File: src/rtl/chameleon_spi_pkg.sv
// chameleon_spi_pkg: shared state encoding and constants for the SPI arbiter
package chameleon_spi_pkg;
    typedef enum logic [2:0] {IDLE, SHIFT, DONE, HOLD, GAP} state_t;
    localparam logic HOST = 1'b0;
    localparam logic AUX = 1'b1;
    localparam int CS_W = 2;
    localparam int HALF_W = 16;
endpackage

File: src/rtl/chameleon_spi_byte_engine.sv
// chameleon_spi_byte_engine: SPI mode-0 byte shifter with half-period divider
module chameleon_spi_byte_engine
    import chameleon_spi_pkg::*;
(
    input  logic              sysclk,
    input  logic              n_reset,
    input  logic              start,
    input  logic [HALF_W-1:0] half,
    input  logic [7:0]        wdata,
    input  logic              miso,
    output logic              done,
    output logic [7:0]        rdata,
    output logic              spi_clk,
    output logic              spi_mosi
);
    logic              active;
    logic [HALF_W-1:0] hreg;
    logic [HALF_W-1:0] cnt;
    logic [2:0]        bits;
    logic [7:0]        tx;
    logic              phase_end;

    assign phase_end = active && (cnt == hreg);
    assign done = phase_end && spi_clk && (bits == 3'd7);

    // Rising spi_clk samples MISO, falling spi_clk advances MOSI; MOSI idles high
    always_ff @(posedge sysclk or negedge n_reset) begin
        if (!n_reset) begin
            active <= 1'b0;
            hreg <= '0;
            cnt <= '0;
            bits <= '0;
            tx <= '0;
            rdata <= '0;
            spi_clk <= 1'b0;
            spi_mosi <= 1'b1;
        end else if (start) begin
            active <= 1'b1;
            hreg <= half;
            cnt <= HALF_W'(1);
            bits <= '0;
            tx <= wdata;
            spi_clk <= 1'b0;
            spi_mosi <= wdata[7];
        end else if (phase_end) begin
            cnt <= HALF_W'(1);
            spi_clk <= ~spi_clk;
            if (!spi_clk) begin
                rdata <= {rdata[6:0], miso};
            end else begin
                bits <= bits + 3'd1;
                tx <= {tx[6:0], 1'b1};
                spi_mosi <= done | tx[6];
                active <= ~done;
            end
        end else if (active) begin
            cnt <= cnt + HALF_W'(1);
        end
    end
endmodule

File: src/rtl/chameleon_spi_arbiter.sv
// chameleon_spi_arbiter: round-robin sharing of one SPI bus between host and aux byte requesters
module chameleon_spi_arbiter
    import chameleon_spi_pkg::*;
#(
    parameter int CLKDIV = 2,
    parameter int SLOWDIV = 64
) (
    input  logic            sysclk,
    input  logic            n_reset,
    input  logic            h_req,
    input  logic            a_req,
    input  logic            h_lock,
    input  logic            a_lock,
    input  logic [CS_W-1:0] h_cs,
    input  logic [CS_W-1:0] a_cs,
    input  logic            h_fast,
    input  logic            a_fast,
    input  logic [7:0]      h_wdata,
    input  logic [7:0]      a_wdata,
    output logic            h_ack,
    output logic            a_ack,
    output logic [7:0]      h_rdata,
    output logic [7:0]      a_rdata,
    output logic [1:0]      grant,
    output logic            busy,
    output logic            spi_clk,
    output logic            spi_mosi,
    input  logic            spi_miso,
    output logic [CS_W-1:0] spi_cs_n
);
    state_t            state;
    state_t            next;
    logic              last;
    logic              own;
    logic              sel;
    logic              start;
    logic              sel_req;
    logic              sel_lock;
    logic              sel_fast;
    logic [CS_W-1:0]   sel_cs;
    logic [7:0]        sel_wdata;
    logic [HALF_W-1:0] sel_half;
    logic [HALF_W-1:0] gap_half;
    logic [HALF_W-1:0] gcnt;
    logic              fast_lat;
    logic              eng_done;
    logic [7:0]        eng_rdata;

    assign own = grant[AUX];
    assign sel = (state == IDLE) ? (a_req && (!h_req || last == HOST)) : own;
    assign sel_req = sel ? a_req : h_req;
    assign sel_lock = sel ? a_lock : h_lock;
    assign sel_fast = sel ? a_fast : h_fast;
    assign sel_cs = sel ? a_cs : h_cs;
    assign sel_wdata = sel ? a_wdata : h_wdata;
    assign sel_half = sel_fast ? HALF_W'(CLKDIV) : HALF_W'(SLOWDIV);
    assign gap_half = fast_lat ? HALF_W'(CLKDIV) : HALF_W'(SLOWDIV);
    assign busy = (state != IDLE);

    // Arbiter state register
    always_ff @(posedge sysclk or negedge n_reset) begin
        if (!n_reset) state <= IDLE;
        else state <= next;
    end

    // Next state and byte start; req is only looked at in IDLE and HOLD
    always_comb begin
        next = state;
        start = 1'b0;
        case (state)
            IDLE: if (h_req || a_req) begin
                next = SHIFT;
                start = 1'b1;
            end
            SHIFT: if (eng_done) next = DONE;
            DONE: next = sel_lock ? HOLD : GAP;
            HOLD: if (sel_req) begin
                next = SHIFT;
                start = 1'b1;
            end else if (!sel_lock) begin
                next = GAP;
            end
            GAP: if (gcnt == gap_half) next = IDLE;
            default: next = IDLE;
        endcase
    end

    // Grant, chip selects, release gap, round-robin pointer and per-port results
    always_ff @(posedge sysclk or negedge n_reset) begin
        if (!n_reset) begin
            grant <= '0;
            last <= AUX;
            fast_lat <= 1'b1;
            gcnt <= '0;
            spi_cs_n <= '1;
            h_ack <= 1'b0;
            a_ack <= 1'b0;
            h_rdata <= '0;
            a_rdata <= '0;
        end else begin
            h_ack <= eng_done && !own;
            a_ack <= eng_done && own;
            if (eng_done && !own) h_rdata <= eng_rdata;
            if (eng_done && own) a_rdata <= eng_rdata;
            if (start) fast_lat <= sel_fast;
            if (state == IDLE && start) begin
                grant <= {sel, !sel};
                spi_cs_n <= ~sel_cs;
            end
            if (state != GAP && next == GAP) begin
                spi_cs_n <= '1;
                gcnt <= HALF_W'(1);
            end
            if (state == GAP) begin
                gcnt <= gcnt + HALF_W'(1);
                if (next == IDLE) begin
                    grant <= '0;
                    last <= own;
                end
            end
        end
    end

    chameleon_spi_byte_engine u_engine (
        .sysclk   (sysclk),
        .n_reset  (n_reset),
        .start    (start),
        .half     (sel_half),
        .wdata    (sel_wdata),
        .miso     (spi_miso),
        .done     (eng_done),
        .rdata    (eng_rdata),
        .spi_clk  (spi_clk),
        .spi_mosi (spi_mosi)
    );
endmodule

File: config.mk
export PLATFORM = sky130hd
export DESIGN_NAME = chameleon_spi_arbiter
export DESIGN_NICKNAME = d
export VERILOG_FILES = /design/src/rtl/chameleon_spi_pkg.sv /design/src/rtl/chameleon_spi_byte_engine.sv /design/src/rtl/chameleon_spi_arbiter.sv
export SDC_FILE = /design/constraint.sdc
export NUM_CORES = 1
export LEC_CHECK = 0
export ABC_AREA = 1
export CORE_MARGIN = 5
export CORE_UTILIZATION = 35
export CTS_BUF_LIST = sky130_fd_sc_hd__clkbuf_4
export CTS_CLUSTER_DIAMETER = 30
export CTS_CLUSTER_SIZE = 20
export DETAILED_ROUTE_END_ITERATION = 10
export PLACE_DENSITY = 0.58
export SETUP_SLACK_MARGIN = 0.02
export SLEW_MARGIN = 20
export SYNTH_ARGS = -nofsm -noshare
export SYNTH_HDL_FRONTEND = slang
export SYNTH_SLANG_ARGS = --single-unit
File: constraint.sdc
create_clock -name sysclk -period 3.33 [get_ports sysclk]
set_input_delay 0.666 -clock sysclk [delete_from_list [all_inputs] [get_ports sysclk]]
set_output_delay 0.666 -clock sysclk [all_outputs]
set_load 0.005 [all_outputs]
==> results of run 1 <==
## report_power, final
part / total, mW / switching (mW) / internal (mW)
Combinational: 0.658 / 0.372 / 0.286
Clock: 0.591 / 0.363 / 0.228
Sequential: 1.29 / 0.135 / 1.16
## cells by family after synthesis
logic type,after synthesis,share of synthesized area [%]
AOI/OAI and AO/OA,52,6.823
xor gates and xnor gates,8,1.640
adders and majority gates,4,1.171
buffers and inverters,70,7.028
DFF,82,48.17
and+or+nand+nor,340,35.17
## state kept, by name, summed over array words and instances, names as in the netlist, 2 cells and up
name            count
spi_cs_n            2
u_engine.bits       3
state               3
u_engine.tx         7
u_engine.rdata      8
u_engine.cnt       16
gcnt               16
u_engine.hreg       2
a_rdata             8
grant               2
h_rdata             8
## critical path: stages, from the launching register on
cell and delay, ns:
dfrtp_1 0.45, nor2_4 0.21, nand2_4 0.10, clkdlybuf4s50_1 0.46
## through the flow
| step | hold slack, ns | std cells | setup WS, ns | utilization [%] | power, mW |
|---|---|---|---|---|---|
| after floorplan | 0.3704 | 556 | 1.654 | - | 1.744 |
| after CTS | 0.3972 | 759 | 0.9466 | 41.94 | 2.584 |
| final | 0.2424 | 759 | 1.005 | 41.97 | 2.541 |
| after global placement | 0.4564 | 743 | 0.6758 | 40.81 | 1.964 |
| after global routing | 0.2807 | 759 | 0.8692 | 41.97 | 2.746 |
| after detailed placement | 0.4655 | 743 | 0.6186 | 40.81 | 1.976 |
## per-layer routing
layer  routed length [um]  global-route usage, %  up-vias
met5                    0                      0        -
li1                     -                      -     1873
met1                 4698                  18.93     1662
met4                   62                  4.178        0
met2                 4581                  22.39       47
met3                  341                  4.584        4
## cells in the final DEF (no fill, tap or decap), types with 2 or more instances in the layout
cell               n
xor2_1             6
nor3_1             6
nand2_1          199
o21ai_2            3
inv_6              2
inv_2              6
ha_1               4
a21oi_1            8
dfrtp_1           77
nand3_2            5
o21ai_0           30
nor2_1            53
nor2_4             3
clkinv_1           3
inv_1             49
xnor2_1            2
nand3_1           48
nor3b_2            3
dfstp_2            5
nor2_2             4
nand2_4            2
nand4_1           11
clkdlybuf4s50_1   52
clkbuf_4           9
o21ai_1            7
nand2_2            4
## final timing paths
path	from	end	slack [ns]	cells past startpoint
setup / recovery	state[1]	busy	1.01	3
hold / removal	n_reset	u_engine.cnt[1]	0.24	1
setup reg to reg	last	grant[1]	1.24	11
hold reg to reg	u_engine.spi_mosi	u_engine.spi_mosi	0.48	2
max in group asynchronous	n_reset	h_rdata[5]	2.58	1
min in group sysclk	u_engine.spi_mosi	u_engine.spi_mosi	0.48	2
## layout make-up
class	instances	area, sq um
Clock buffer	9	67.56
Clock inverter	7	67.56
Fill cell	1231	6970
Inverter	56	210.2
Multi-Input combinational cell	404	1914
Sequential cell	82	2058
Tap cell	147	183.9
Timing Repair Buffer	54	539.3
==> reports/metrics.cfg, run 1 <==
[status]
run_status = finished, final reports clean

[cts]
h-tree-depth = 3
clk_pin_slew_worst_paths_ns = 0.14
cts_buffers = 9
post_cts_buffers = 0
cts.sinks = 82
hold_buffers = 0
clockRootBuffer = clkbuf_4
worstSkewPairLatency_ns = 0.45
cts_buffer_depth = 2
ctsResizeCount = 0
cts_tree = yes

[die]
core_area_sq_um = 12010
dieArea_sq_um = 14520
start_util_pct = 35.57
io_pins = 54
floorplan.rows = 40
die_x_um = 120.5
fp.dieH_um = 120.5

[routing]
ant_nets = 0
drt_iter0_markers = 152
dr.pass1.iters = 4
wirelength_mm = 9.684
vias = 3586
drc = 0
post_drt_wl_per_cell_um = 12.76
viasPerCell = 4.725

[power_and_ir_drop]
peakVddDrop_v = 0.0002045
p_per_area_nw_per_um2 = 504.0
power.leakage_nw = 2.499

[setup_path]
crit_type = reg -> out
cp_max_fo = 5
cp-end-kind = output pin
arrival_ns = 1.66
required_ns = 2.66
crit_path_start_kind = flop

[timing]
tightest_slew_ns = 0.7437
finalHoldViolations = 0
period_share_pct = 69.81
drv_slew = 0
rsz0062_at_grt = no
skew_ns = 0.01439
relSlewSlack_pct = 50.42
tns_ns = 0
setup_viol = 0
layout_min_cycle_time_ns = 2.325
max_freq_mhz = 430.2

[grt]
grt.total_usage_pct = 14.27
grt_max_degree = 83
grt_pass1_wl_mm = 16.83
gr-total-overflow = 0
grt_antenna_before_repair = 0
grt_pass1_vias = 3472

[placement]
dpl_cell_area_sq_um = 4902
gp_congestion = 0.7906
hpwlAfterDp_mm = 6.851
io_buffers = 53

[min_path]
hold_path_class = in -> async

[final_layout]
area_growth_pct = 17.98
drive_gt1_share_pct = 8.824
fin_area_sq_um = 5041
diodes = 0
nNetsFinal = 640

[synth]
synth_top_area_share_pct = 45.10
netlist_instances = 556
avgSynthCellArea_sq_um = 7.685
syn-cell-area_sq_um = 4273
synth_top_cell_by_area = dfrtp_1
ys_warn_count = 0
synth_flop_cell = dfrtp_1
ys_top_cells_by_count = nand2_1 (199), dfrtp_1 (77), nor2_1 (53)
yosysMostFrequentCell = nand2_1
synthTopCellsByArea = dfrtp_1 (45%), nand2_1 (17%), nand3_1 (5.6%)
synth_nets = 589
synth_edf_count = 0
ys_ff_latch = 82
async_reset_ff_share_pct = 100.0
synth_cell_types = 33
synth-seq-area-share_pct = 48.17

[job]
drv_cap = 0

No activity file was read; power rests on OpenSTA's default activity.
==> run 2: changes to the inputs <==
- PLACE_DENSITY: 0.58 -> 0.6
- clock period: 3.33 -> 1.95 ns (I/O delays scaled with it)
==> reports/metrics.cfg, run 2 (synthesis gave the netlist of run 1 again) <==
[timing]
fin_ws_ns = 0.1091  ; was 1.005 ns
rsz0062_at_grt = no  ; unchanged
skew_ns = 0.02081  ; was 0.01439 ns
relSlewSlack_pct = 63.48  ; was 50.42%
drv_slew = 0  ; unchanged
period_share_pct = 94.41
finalHoldViolations = 0  ; unchanged
max_freq_mhz = 543.2
whs_ns = 0.4469  ; was 0.2424 ns
tightest_slew_ns = 0.5478  ; was 0.7437 ns
setup_viol = 0  ; unchanged
layout_min_cycle_time_ns = 1.841

[routing]
drc = 0  ; unchanged
ant_nets = 0  ; unchanged
drt_iter0_markers = 174  ; was 152
wirelength_met1_mm = 4.771  ; was 4.698 mm
dr.pass1.iters = 4  ; unchanged
wl_met3_um = 298  ; was 341 um
viasPerCell = 4.720  ; was 4.725
vias = 3729  ; was 3586
wl_met2_mm = 4.795  ; was 4.581 mm
post_drt_wl_per_cell_um = 12.62  ; was 12.76 um
top_layer_used = met4  ; unchanged
wirelength_mm = 9.968  ; was 9.684 mm

[setup_path]
crit_type = reg -> out  ; unchanged
crit_path_top_delay_cell = clkdlybuf4s50_1  ; unchanged
required_ns = 1.56  ; was 2.66 ns
cp_top_family = buffers and inverters  ; unchanged
cp-end-kind = output pin  ; unchanged
crit_path_start_kind = flop  ; unchanged
arrival_ns = 1.45  ; was 1.66 ns
worst-path-buf-inv = 2  ; was 1
path_cells = buf_6 -> clkdlybuf4s50_1  ; was nor2_4 -> nand2_4 -> clkdlybuf4s50_1
cpPeakStageDelay_ns = 0.49  ; was 0.46 ns
cp_max_fo = 4  ; was 5

[job]
drv_cap = 0  ; unchanged

[placement]
dpl_worst_slack_ns = -0.1066  ; was 0.6186 ns
dpl_cell_area_sq_um = 5100  ; was 4902 sq um
io_buffers = 53  ; unchanged
placedCellCount = 766  ; was 743
gp_congestion = 0.8492  ; was 0.7906
hpwlAfterDp_mm = 7.218  ; was 6.851 mm

[power_and_ir_drop]
p_comb_share_pct = 27.1  ; was 25.9%
peakVddDrop_v = 0.0002943  ; was 0.0002045 V
seqPwrFrac_pct = 47.8  ; was 50.8%
intPower_mw = 3.058  ; was 1.671 mW
p_sw_mw = 1.519  ; was 0.8699 mW
power.leakage_nw = 2.689  ; was 2.499 nW
p_per_area_nw_per_um2 = 854.1  ; was 504.0 nW/um^2
p_sw_share_pct = 33.18  ; was 34.24%
p_clk_share_pct = 25.0  ; was 23.3%

[grt]
grt_max_degree = 41  ; was 83
grt_antenna_before_repair = 0  ; unchanged
grt_pass1_vias = 3737  ; was 3472
grt.total_usage_pct = 14.54  ; was 14.27%
grt_pass1_wl_mm = 17.25  ; was 16.83 mm
gr-total-overflow = 0  ; unchanged

[final_layout]
fin_cells = 790  ; was 759
multiInputGateArea_sq_um = 1937  ; was 1914 sq um
fillers = 1212  ; was 1231
area_growth_pct = 25.42  ; was 17.98%
final_core_util_pct = 44.61  ; was 41.97%
nNetsFinal = 671  ; was 640
final_common_cell = nand2_1  ; unchanged
drive_gt1_share_pct = 13.84  ; was 8.824%
diodes = 0  ; unchanged
fin_area_sq_um = 5359  ; was 5041 sq um
mostFrequentLayoutCells = nand2_1 (197), dfrtp_1 (75), nor2_1 (52)  ; was nand2_1 (199), dfrtp_1 (77), nor2_1 (53)
regArea_sq_um = 2061  ; was 2058 sq um
reg_top3 = gcnt (16), u_engine.cnt (16)  ; unchanged

[die]
core_area_sq_um = 12010  ; unchanged
start_util_pct = 35.57  ; unchanged
dieArea_sq_um = 14520  ; unchanged
floorplan.rows = 40  ; unchanged
io_pins = 54  ; unchanged
fp.dieH_um = 120.5  ; unchanged
die_x_um = 120.5  ; unchanged

[status]
run_status = finished, final reports clean  ; unchanged

[cts]
clk_pin_slew_worst_paths_ns = 0.14  ; about the same
cts_buffer_depth = 2  ; unchanged
cts.sinks = 82  ; unchanged
h-tree-depth = 3  ; unchanged
cts_tree = yes  ; unchanged
clockRootBuffer = clkbuf_4  ; unchanged
worstSkewPairLatency_ns = 0.45  ; about the same
cts_buffers = 9  ; unchanged

[min_path]
hold_path_class = in -> async  ; unchanged

## run 2: cell types whose count changed in the layout (fill, tap and decap cells not counted), sizes merged
cell | before | now
buf | 2 | 32
clkdlybuf4s50 | 52 | 48
dlygate4sd2 | 0 | 2
dlymetal6s2s | 0 | 2
bufinv | 1 | 2
clkinv | 4 | 3
clkinvlp | 1 | 2
dlygate4sd3 | 0 | 1
inv | 57 | 56
## run 2: cell type report
class,instances,share of cell area [%]
clock buffers,9,1.261
well taps,147,3.432
repair buffers,85,15.04
clock inverters,7,1.704
flip-flops and latches,82,38.45
inverters,56,3.969
multi-input cells,404,36.14
## run 2: power by group through the flow
| stage | clock, mW | combinational, mW | sequential, mW |
|---|---|---|---|
| after detailed placement | 0 | 1.23 | 2.23 |
| after CTS | 1.19 | 1.25 | 2.19 |
| after global routing | 1.25 | 1.43 | 2.23 |
| after global placement | 0 | 1.20 | 2.22 |
| after floorplan | 0 | 0.811 | 2.17 |
| final | 1.15 | 1.24 | 2.19 |
## run 2: worst register-to-register path, stage by stage (launching register included)
cell and delay [ns]:
dfrtp_2 0.46, nor2_4 0.16, buf_4 0.17, nand2_4 0.08, inv_4 0.09, nand2_2 0.08
nor2_4 0.12, nand3_2 0.11, nor2_4 0.16, nand2_1 0.10, clkinv_1 0.07, nand3_1 0.06
nand2_1 0.07
## run 2: per-layer routing
| layer | GRT usage (%) | vias to the layer above |
|---|---|---|
| li1 | - | 1929 |
| met1 | 19.11 | 1735 |
| met2 | 23.47 | 55 |
| met3 | 3.929 | 10 |
| met4 | 4.391 | 0 |
| met5 | 0 | - |
## run 2: final timing paths
| check | startpoint | to | slack (ns) | cells past startpoint |
|---|---|---|---|---|
| worst max-delay path | grant[1] | grant[1] | 0.11 | 2 |
| worst min-delay path | n_reset | u_engine.tx[5] | 0.45 | 2 |
| worst max register to register | state[1] | gcnt[15] | 0.16 | 12 |
| worst min register to register | last | last | 0.48 | 2 |
| max in group asynchronous | n_reset | u_engine.rdata[4] | 0.91 | 3 |
| min in group sysclk | last | last | 0.48 | 2 |
## run 2: stage by stage
stage / total power [mW] / setup TNS (ns)
final: 4.577 / 0
after global routing: 4.911 / 0
after CTS: 4.625 / 0
after detailed placement: 3.454 / -2.466
after global placement: 3.420 / -1.277
after floorplan: 2.978 / 0
## run 2: what timing repair did
item	in CTS	in global routing
gates resized for setup	3	12
pin swaps	1	2
hold buffers	1	0
endpoints found under the hold margin	32	0
setup endpoints to repair	3	18
buffers inserted	3	4
